**src/rtl/vga_pkg.sv**
```systemverilog
// Shared types and constants for the VGA framebuffer scan-out engine.
package vga_pkg;

    localparam int CNT_W = 12;

    localparam int VGA_HACTIVE = 640;
    localparam int VGA_HFP     = 16;
    localparam int VGA_HSYNC   = 96;
    localparam int VGA_HBP     = 48;
    localparam int VGA_VACTIVE = 480;
    localparam int VGA_VFP     = 10;
    localparam int VGA_VSYNC   = 2;
    localparam int VGA_VBP     = 33;

    typedef enum logic [1:0] {
        MODE_GRAY  = 2'd0,
        MODE_INV   = 2'd1,
        MODE_BARS  = 2'd2,
        MODE_FALSE = 2'd3
    } mode_t;

    localparam logic [23:0] RGB_WHITE   = 24'hFFFFFF;
    localparam logic [23:0] RGB_YELLOW  = 24'hFFFF00;
    localparam logic [23:0] RGB_CYAN    = 24'h00FFFF;
    localparam logic [23:0] RGB_GREEN   = 24'h00FF00;
    localparam logic [23:0] RGB_MAGENTA = 24'hFF00FF;
    localparam logic [23:0] RGB_RED     = 24'hFF0000;
    localparam logic [23:0] RGB_BLUE    = 24'h0000FF;
    localparam logic [23:0] RGB_BLACK   = 24'h000000;

    // Per-pixel control bits carried alongside the memory read.
    typedef struct packed {
        logic       act;
        logic       win;
        logic       hs;
        logic       vs;
        logic       fs;
        logic [2:0] bar;
    } pix_ctl_t;

    localparam pix_ctl_t CTL_IDLE = '{act: 1'b0, win: 1'b0, hs: 1'b1, vs: 1'b1,
                                      fs: 1'b0, bar: 3'd0};

    function automatic logic [23:0] bar_rgb(input logic [2:0] idx);
        case (idx)
            3'd0:    return RGB_WHITE;
            3'd1:    return RGB_YELLOW;
            3'd2:    return RGB_CYAN;
            3'd3:    return RGB_GREEN;
            3'd4:    return RGB_MAGENTA;
            3'd5:    return RGB_RED;
            3'd6:    return RGB_BLUE;
            default: return RGB_BLACK;
        endcase
    endfunction

endpackage

```
**src/rtl/vga_timing.sv**
```systemverilog
// Horizontal/vertical raster counters with active-area and sync decode.
module vga_timing
    import vga_pkg::*;
#(
    parameter int HACTIVE = VGA_HACTIVE,
    parameter int HFP     = VGA_HFP,
    parameter int HSYNC   = VGA_HSYNC,
    parameter int HBP     = VGA_HBP,
    parameter int VACTIVE = VGA_VACTIVE,
    parameter int VFP     = VGA_VFP,
    parameter int VSYNC   = VGA_VSYNC,
    parameter int VBP     = VGA_VBP
) (
    input  logic             clk,
    input  logic             rst,
    output logic [CNT_W-1:0] h_cnt,
    output logic [CNT_W-1:0] v_cnt,
    output logic             active,
    output logic             hsync,
    output logic             vsync
);

    localparam logic [CNT_W-1:0] H_LAST = CNT_W'(HACTIVE + HFP + HSYNC + HBP - 1);
    localparam logic [CNT_W-1:0] V_LAST = CNT_W'(VACTIVE + VFP + VSYNC + VBP - 1);
    localparam logic [CNT_W-1:0] H_ACT  = CNT_W'(HACTIVE);
    localparam logic [CNT_W-1:0] V_ACT  = CNT_W'(VACTIVE);
    localparam logic [CNT_W-1:0] HS_BEG = CNT_W'(HACTIVE + HFP);
    localparam logic [CNT_W-1:0] HS_END = CNT_W'(HACTIVE + HFP + HSYNC);
    localparam logic [CNT_W-1:0] VS_BEG = CNT_W'(VACTIVE + VFP);
    localparam logic [CNT_W-1:0] VS_END = CNT_W'(VACTIVE + VFP + VSYNC);

    // Raster scan: h wraps every line, v advances on h wrap and wraps per frame.
    always_ff @(posedge clk or posedge rst) begin
        if (rst) begin
            h_cnt <= '0;
            v_cnt <= '0;
        end else if (h_cnt == H_LAST) begin
            h_cnt <= '0;
            v_cnt <= (v_cnt == V_LAST) ? '0 : v_cnt + 1'b1;
        end else begin
            h_cnt <= h_cnt + 1'b1;
        end
    end

    assign active = (h_cnt < H_ACT) && (v_cnt < V_ACT);
    assign hsync  = !((h_cnt >= HS_BEG) && (h_cnt < HS_END));
    assign vsync  = !((v_cnt >= VS_BEG) && (v_cnt < VS_END));

endmodule

```
**src/rtl/vga_fb_scanout.sv**
```systemverilog
// VGA scan-out: window addressing, latency-matched control delay line, colour modes.
module vga_fb_scanout
    import vga_pkg::*;
#(
    parameter int          HACTIVE    = VGA_HACTIVE,
    parameter int          HFP        = VGA_HFP,
    parameter int          HSYNC      = VGA_HSYNC,
    parameter int          HBP        = VGA_HBP,
    parameter int          VACTIVE    = VGA_VACTIVE,
    parameter int          VFP        = VGA_VFP,
    parameter int          VSYNC      = VGA_VSYNC,
    parameter int          VBP        = VGA_VBP,
    parameter int          IMG_W      = 256,
    parameter int          IMG_H      = 256,
    parameter int          SCALE_LOG2 = 0,
    parameter int          X0         = 192,
    parameter int          Y0         = 112,
    parameter int          ADDR_W     = 18,
    parameter int          MEM_LAT    = 1,
    parameter logic [23:0] BG         = 24'h000000
) (
    input  logic              clk,
    input  logic              reset,
    input  logic [1:0]        mode,
    input  logic [7:0]        q,
    output logic [ADDR_W-1:0] rdaddress,
    output logic              hsync,
    output logic              vsync,
    output logic              sync_b,
    output logic              blank_b,
    output logic [7:0]        red,
    output logic [7:0]        green,
    output logic [7:0]        blue,
    output logic              frame_start
);

    localparam int               BAR_W   = HACTIVE / 8;
    localparam logic [CNT_W-1:0] WX0     = CNT_W'(X0);
    localparam logic [CNT_W-1:0] WX1     = CNT_W'(X0 + (IMG_W << SCALE_LOG2));
    localparam logic [CNT_W-1:0] WX_LAST = CNT_W'(X0 + (IMG_W << SCALE_LOG2) - 1);
    localparam logic [CNT_W-1:0] WY0     = CNT_W'(Y0);
    localparam logic [CNT_W-1:0] WY1     = CNT_W'(Y0 + (IMG_H << SCALE_LOG2));
    localparam logic [1:0]       SUB_MAX = 2'((1 << SCALE_LOG2) - 1);

    logic [CNT_W-1:0]  h_cnt, v_cnt;
    logic              active0, hs0, vs0;
    logic              x_in, y_in;
    logic [ADDR_W-1:0] col, row_base;
    logic [1:0]        h_sub, v_sub;
    logic [2:0]        bar0;
    pix_ctl_t          ctl0, tail;
    pix_ctl_t          dl [MEM_LAT+1];
    mode_t             mode_q;
    logic [23:0]       rgb_d;

    vga_timing #(
        .HACTIVE (HACTIVE), .HFP (HFP), .HSYNC (HSYNC), .HBP (HBP),
        .VACTIVE (VACTIVE), .VFP (VFP), .VSYNC (VSYNC), .VBP (VBP)
    ) u_timing (
        .clk    (clk),
        .rst    (reset),
        .h_cnt  (h_cnt),
        .v_cnt  (v_cnt),
        .active (active0),
        .hsync  (hs0),
        .vsync  (vs0)
    );

    assign x_in = (h_cnt >= WX0) && (h_cnt < WX1);
    assign y_in = (v_cnt >= WY0) && (v_cnt < WY1);

    // Colour-bar index from the screen column (constant compares, no divider).
    always_comb begin
        bar0 = 3'd0;
        for (int i = 1; i < 8; i++) begin
            if (h_cnt >= CNT_W'(i * BAR_W)) bar0 = 3'(i);
        end
    end

    always_comb begin
        ctl0     = CTL_IDLE;
        ctl0.act = active0;
        ctl0.win = active0 && x_in && y_in;
        ctl0.hs  = hs0;
        ctl0.vs  = vs0;
        ctl0.fs  = (h_cnt == '0) && (v_cnt == '0);
        ctl0.bar = bar0;
    end

    // Source column: steps once per 2^S screen pixels, cleared outside the window columns.
    always_ff @(posedge clk or posedge reset) begin
        if (reset) begin
            col   <= '0;
            h_sub <= '0;
        end else if (!x_in) begin
            col   <= '0;
            h_sub <= '0;
        end else if (h_sub == SUB_MAX) begin
            h_sub <= '0;
            col   <= col + 1'b1;
        end else begin
            h_sub <= h_sub + 1'b1;
        end
    end

    // Source row base: adds IMG_W after every 2^S window lines, cleared above/below the window.
    always_ff @(posedge clk or posedge reset) begin
        if (reset) begin
            row_base <= '0;
            v_sub    <= '0;
        end else if (!y_in) begin
            row_base <= '0;
            v_sub    <= '0;
        end else if (h_cnt == WX_LAST) begin
            if (v_sub == SUB_MAX) begin
                v_sub    <= '0;
                row_base <= row_base + ADDR_W'(IMG_W);
            end else begin
                v_sub <= v_sub + 1'b1;
            end
        end
    end

    // Read address register; holds its last value outside the window.
    always_ff @(posedge clk or posedge reset) begin
        if (reset) begin
            rdaddress <= '0;
        end else if (ctl0.win) begin
            rdaddress <= row_base + col;
        end
    end

    // Control delay line: stage 1 plus MEM_LAT stages so the tail lines up with q.
    always_ff @(posedge clk or posedge reset) begin
        if (reset) begin
            for (int i = 0; i <= MEM_LAT; i++) dl[i] <= CTL_IDLE;
        end else begin
            dl[0] <= ctl0;
            for (int i = 1; i <= MEM_LAT; i++) dl[i] <= dl[i-1];
        end
    end

    // Mode is sampled only at raster origin so a frame never mixes modes.
    always_ff @(posedge clk or posedge reset) begin
        if (reset) begin
            mode_q <= MODE_GRAY;
        end else if (ctl0.fs) begin
            mode_q <= mode_t'(mode);
        end
    end

    assign tail = dl[MEM_LAT];

    // Pixel colour selection for the pixel at the end of the delay line.
    always_comb begin
        rgb_d = 24'h000000;
        if (tail.act) begin
            if (mode_q == MODE_BARS) begin
                rgb_d = bar_rgb(tail.bar);
            end else if (!tail.win) begin
                rgb_d = BG;
            end else begin
                case (mode_q)
                    MODE_GRAY:  rgb_d = {q, q, q};
                    MODE_INV:   rgb_d = {~q, ~q, ~q};
                    MODE_FALSE: rgb_d = {q[7:5], q[7:5], q[7:6],
                                         q[4:2], q[4:2], q[4:3],
                                         {4{q[1:0]}}};
                    default:    rgb_d = 24'h000000;
                endcase
            end
        end
    end

    // Output register: pixel colour and its syncs leave together.
    always_ff @(posedge clk or posedge reset) begin
        if (reset) begin
            hsync       <= 1'b1;
            vsync       <= 1'b1;
            blank_b     <= 1'b0;
            frame_start <= 1'b0;
            red         <= 8'h00;
            green       <= 8'h00;
            blue        <= 8'h00;
        end else begin
            hsync       <= tail.hs;
            vsync       <= tail.vs;
            blank_b     <= tail.act;
            frame_start <= tail.fs;
            red         <= rgb_d[23:16];
            green       <= rgb_d[15:8];
            blue        <= rgb_d[7:0];
        end
    end

    assign sync_b = 1'b0;

endmodule

```
**config.mk**
```make
export PLATFORM = sky130hd
export DESIGN_NAME = vga_fb_scanout
export DESIGN_NICKNAME = d
export VERILOG_FILES = /design/src/rtl/vga_pkg.sv /design/src/rtl/vga_timing.sv /design/src/rtl/vga_fb_scanout.sv
export SDC_FILE = /design/constraint.sdc
export NUM_CORES = 1
export LEC_CHECK = 0
export CAP_MARGIN = 40
export CORE_MARGIN = 1.5
export CORE_UTILIZATION = 59
export DETAILED_ROUTE_END_ITERATION = 10
export DONT_BUFFER_PORTS = 1
export PLACE_DENSITY = 0.83
export SLEW_MARGIN = 30
export SYNTH_ARGS = -nofsm -noshare
export SYNTH_HDL_FRONTEND = slang
export SYNTH_SLANG_ARGS = --single-unit
```
**constraint.sdc**
```tcl
create_clock -name clk -period 4.45 [get_ports clk]
set_input_delay 0.2225 -clock clk [delete_from_list [all_inputs] [get_ports clk]]
set_output_delay 0.2225 -clock clk [all_outputs]
set_load 0.02 [all_outputs]
```
==> flow_summary_export.csv <==
group,metric,value,unit
detailed_routing,top_layer,"met4",
power,intPower,1.90,mW
detailed_routing,post-route-drc-count,0,
clocking,cts_tree,"yes",
clocking,cts_made_buffers,17,
run,maxCapViolations,0,
critical_path,start_kind,"register",
synth,syn_avg_cell_area,9.89,µm²
placed_design,io_buffers,0,
detailed_routing,wl_met2,6.15,mm
synth,synth-xor-area-share,6.74,%
detailed_routing,wl_per_cell,16.5,µm
floorplanning,num_rows,36,
floorplanning,start_util,60.3,%
clocking,cts.path.max_buffers,2,
detailed_routing,avgViaCountPerCell,5.98,
detailed_routing,wl_met3,657,µm
global_routing,grt_pass1_vias,4327,
global_routing,grt_max_degree,52,
detailed_routing,wirelength,12.3,mm
critical_path,slowest_stage,"dfrtp_1",
synth,synthesis.area,0.00584,mm²
timing,tns,0,ns
floorplanning,chipHeight,103,µm
synth,ys.flop_type,"dfrtp_1",
power,p_seq_share,46.5,%
placed_design,post-place-cells,707,
timing,setup_viol_count_final,0,
floorplanning,core,0.00968,mm²
detailed_routing,first_pass_iters,5,
critical_path,path_cells,"nor3_1, nor4bb_1, buf_1, buf_4, o21ai_0, nand2_1, o21ai_0",
power,peakVddDrop,0.000255,V
synth,synth_seq_area_share,51.5,%
critical_path,endpoint_kind,"register",
final_layout,diodes,0,
timing,tightest_slew,0.754,ns
timing,slew_headroom,49.7,%
critical_path,crit_buf_inv,2,
global_routing,grt-ovfl-total,0,
floorplanning,ios,59,
final_layout,fillerInstances,707,
detailed_routing,vias,4459,
clocking,cts_resized,0,
critical_path,crit_type,"register to register",
timing,slew_violations,0,
detailed_routing,ant_nets,0,
power,combPwrFrac,2.2,%
clocking,clock_latency,0.52,ns
synth,async_flop_share,100,%
critical_path,cpPeakStageDelay,0.53,ns
detailed_routing,drtIter0Drc,335,
timing,fmax,0.431,GHz
placed_design,dp_hpwl,8.12,mm
timing,fin_crit,2.32,ns
final_layout,fin_nets,632,
clocking,clk_pin_slew,0.06,ns
synth,yosys.area_share.adder,4.45,%
power,switching_power,0.524,mW
placed_design,gp_congestion,0.849,
floorplanning,die_w,103,µm
clocking,clockRootBuffer,"clkbuf_8",
synth,synth_top_family_by_area,"simple AND/OR/NAND/NOR gates",
status,status,"complete, no violations",
timing,hold_viol,0,
clocking,htree_levels,4,
power,p_per_area,368,mW/mm²
power,p_leak,2.94,nW
critical_path,cp_max_fo,16,
power,swShare,21.6,%
synth,yosys-mux-area-fraction,1.26,%
synth,synth-edff-count,0,
synth,ys_types,60,
critical_path,cp.arrival,2.71,ns
floorplanning,die_area,0.0105,mm²
final_layout,area_delta_synth_final,12.7,%
synth,synth_compound_area_share,13.1,%
synth,synth-simple-area-share,19.7,%
synth,synthCells,591,
timing,period_share,52.2,%
critical_path,path_common_cell,"o21ai_0",
critical_path,worstPathRequired,4.84,ns
synth,ys_ff_latch,120,
timing,hold_ws,0.0192,ns
clocking,cts_sinks,120,
timing,clock_skew,0.00969,ns
global_routing,antenna_found_initial,0,
global_routing,gr-usage-all-layers,25.1,%
worst_hold_path,hold_class,"primary input to register",
critical_path,path_delay_family,"simple AND/OR/NAND/NOR gates",
final_layout,drive_above_1_share,9.95,%
final_layout,stdcell_count,746,
global_routing,grt_pass1_wl,20.3,mm
synth,ys_warn_count,0,
detailed_routing,wl_met1,5.21,mm
power,clock_power_share,51.3,%
timing,rsz0062_at_grt,"no",
==> state kept, by name, indices dropped and copies added (netlist names) <==
signal,cells
col,18
rdaddress,18
dl,16
u_timing.h_cnt,12
u_timing.v_cnt,12
row_base,10
blue,8
green,8
red,8
h_sub,2
mode_q,2
v_sub,2
blank_b,1
frame_start,1
hsync,1
vsync,1
==> layer usage <==
layer,vias to the layer above,GRT usage (%)
li1,2074,-
met5,-,0
met4,0,10.7
met2,173,41.9
met3,35,6.58
met1,2177,30.9
==> cell families (layout without fill, tap and decap cells) <==
logic type               Yosys count  in the layout
AND/OR/NAND/NOR                  221            221
adder cells (fa/ha/maj)           21             21
other                              1              2
AO/OA/AOI/OAI                    131            131
XOR/XNOR                          45             45
buffers and inverters             45             66
flip-flops                       120            120
multiplexers                       7              7
==> tightest hold or removal path, stage by stage <==
cell     delay, ns
nor2_1        0.04
o21ai_0       0.15
a21oi_1       0.08
==> stage by stage <==
step	instance area, µm²	power (mW)	util, %	setup slack (ns)
final	6590	2.43	68.0	2.13
after detailed placement	5970	1.19	61.7	2.17
after global routing	6590	2.50	68.0	1.94
after CTS	6590	2.44	68.0	2.14
after global placement	5930	1.19	61.2	1.96
after floorplan	5850	1.18	-	1.05
==> power by group through the flow <==
stage	Clock, mW	Sequential [mW]	Combinational [mW]
2_1_floorplan	0	1.14	0.0384
3_3_place_gp	0	1.14	0.0441
3_5_place_dp	0	1.15	0.0487
4_1_cts	1.26	1.13	0.0548
5_1_grt	1.31	1.13	0.0624
6_report	1.24	1.13	0.0543
==> synthesized netlist by cell type, types with 5 or more instances <==
library cell	number	area share, %
dfrtp_1	114	49
nand2_1	66	4.2
nor2_1	47	3.0
a21oi_1	43	3.7
o21ai_0	41	3.5
xnor2_1	23	3.4
xor2_1	22	3.3
ha_1	20	4.3
inv_1	20	1.3
clkbuf_1	18	1.2
nand3_1	13	1.1
o21ai_1	13	1.1
nand4_1	12	1.3
and3_1	11	1.2
nor3_1	11	0.94
or3_1	11	1.2
and2_1	10	1.1
a21o_1	8	1.0
or2_2	8	0.86
dfstp_2	6	2.7
nor4_1	6	0.64
a31oi_1	5	0.54
==> final timing paths <==
check                                     to         startpoint  depth (start not counted)  slack (ns)
min                                 green[5]               q[5]                          3        0.02
min reg2reg                            dl[7]             dl[15]                          0        0.35
max                        u_timing.v_cnt[2]  u_timing.h_cnt[6]                          7        2.13
min in group asynchronous           green[4]              reset                          2        0.18
max in group asynchronous              hsync              reset                          4        3.10
max reg2reg                u_timing.v_cnt[2]  u_timing.h_cnt[6]                          7        2.13
==> placed cells by master, fill, tap and decap left out, types with 6 or more instances in the layout <==
cell           Yosys  routed
nor3_1            11      11
or2_2              8       8
o21ai_1           13      13
dfstp_2            6       6
ha_1              20      20
xor2_1            22      22
nand3_1           13      13
a21o_1             8       8
inv_1             20      19
clkbuf_16          0      16
dlygate4sd3_1      0       7
a21oi_1           43      43
nand2_1           66      66
dfrtp_1          114     114
nand4_1           12      12
nor2_1            47      47
xnor2_1           23      23
nor4_1             6       6
o21ai_0           41      41
or3_1             11      11
and2_1            10      10
and3_1            11      11
==> area by class of cell <==
cell class                      count  area (µm²)  area share, %
Sequential cell                   120        3010           45.7
Tap cell                          133         166           2.53
Inverter                           21        81.3           1.24
Clock inverter                      8        71.3           1.08
Multi-Input combinational cell    427        2650           40.2
Timing Repair Buffer               13         135           2.05
Clock buffer                       24         470           7.14
==> repair_timing <==
| action | CTS | global route |
|---|---|---|
| setup endpoints to repair | 0 | 0 |
| buffers inserted | 0 | 0 |
| hold buffers | 7 | 0 |
| hold endpoints to repair | 85 | 0 |
(Power assumes the default switching activity.)
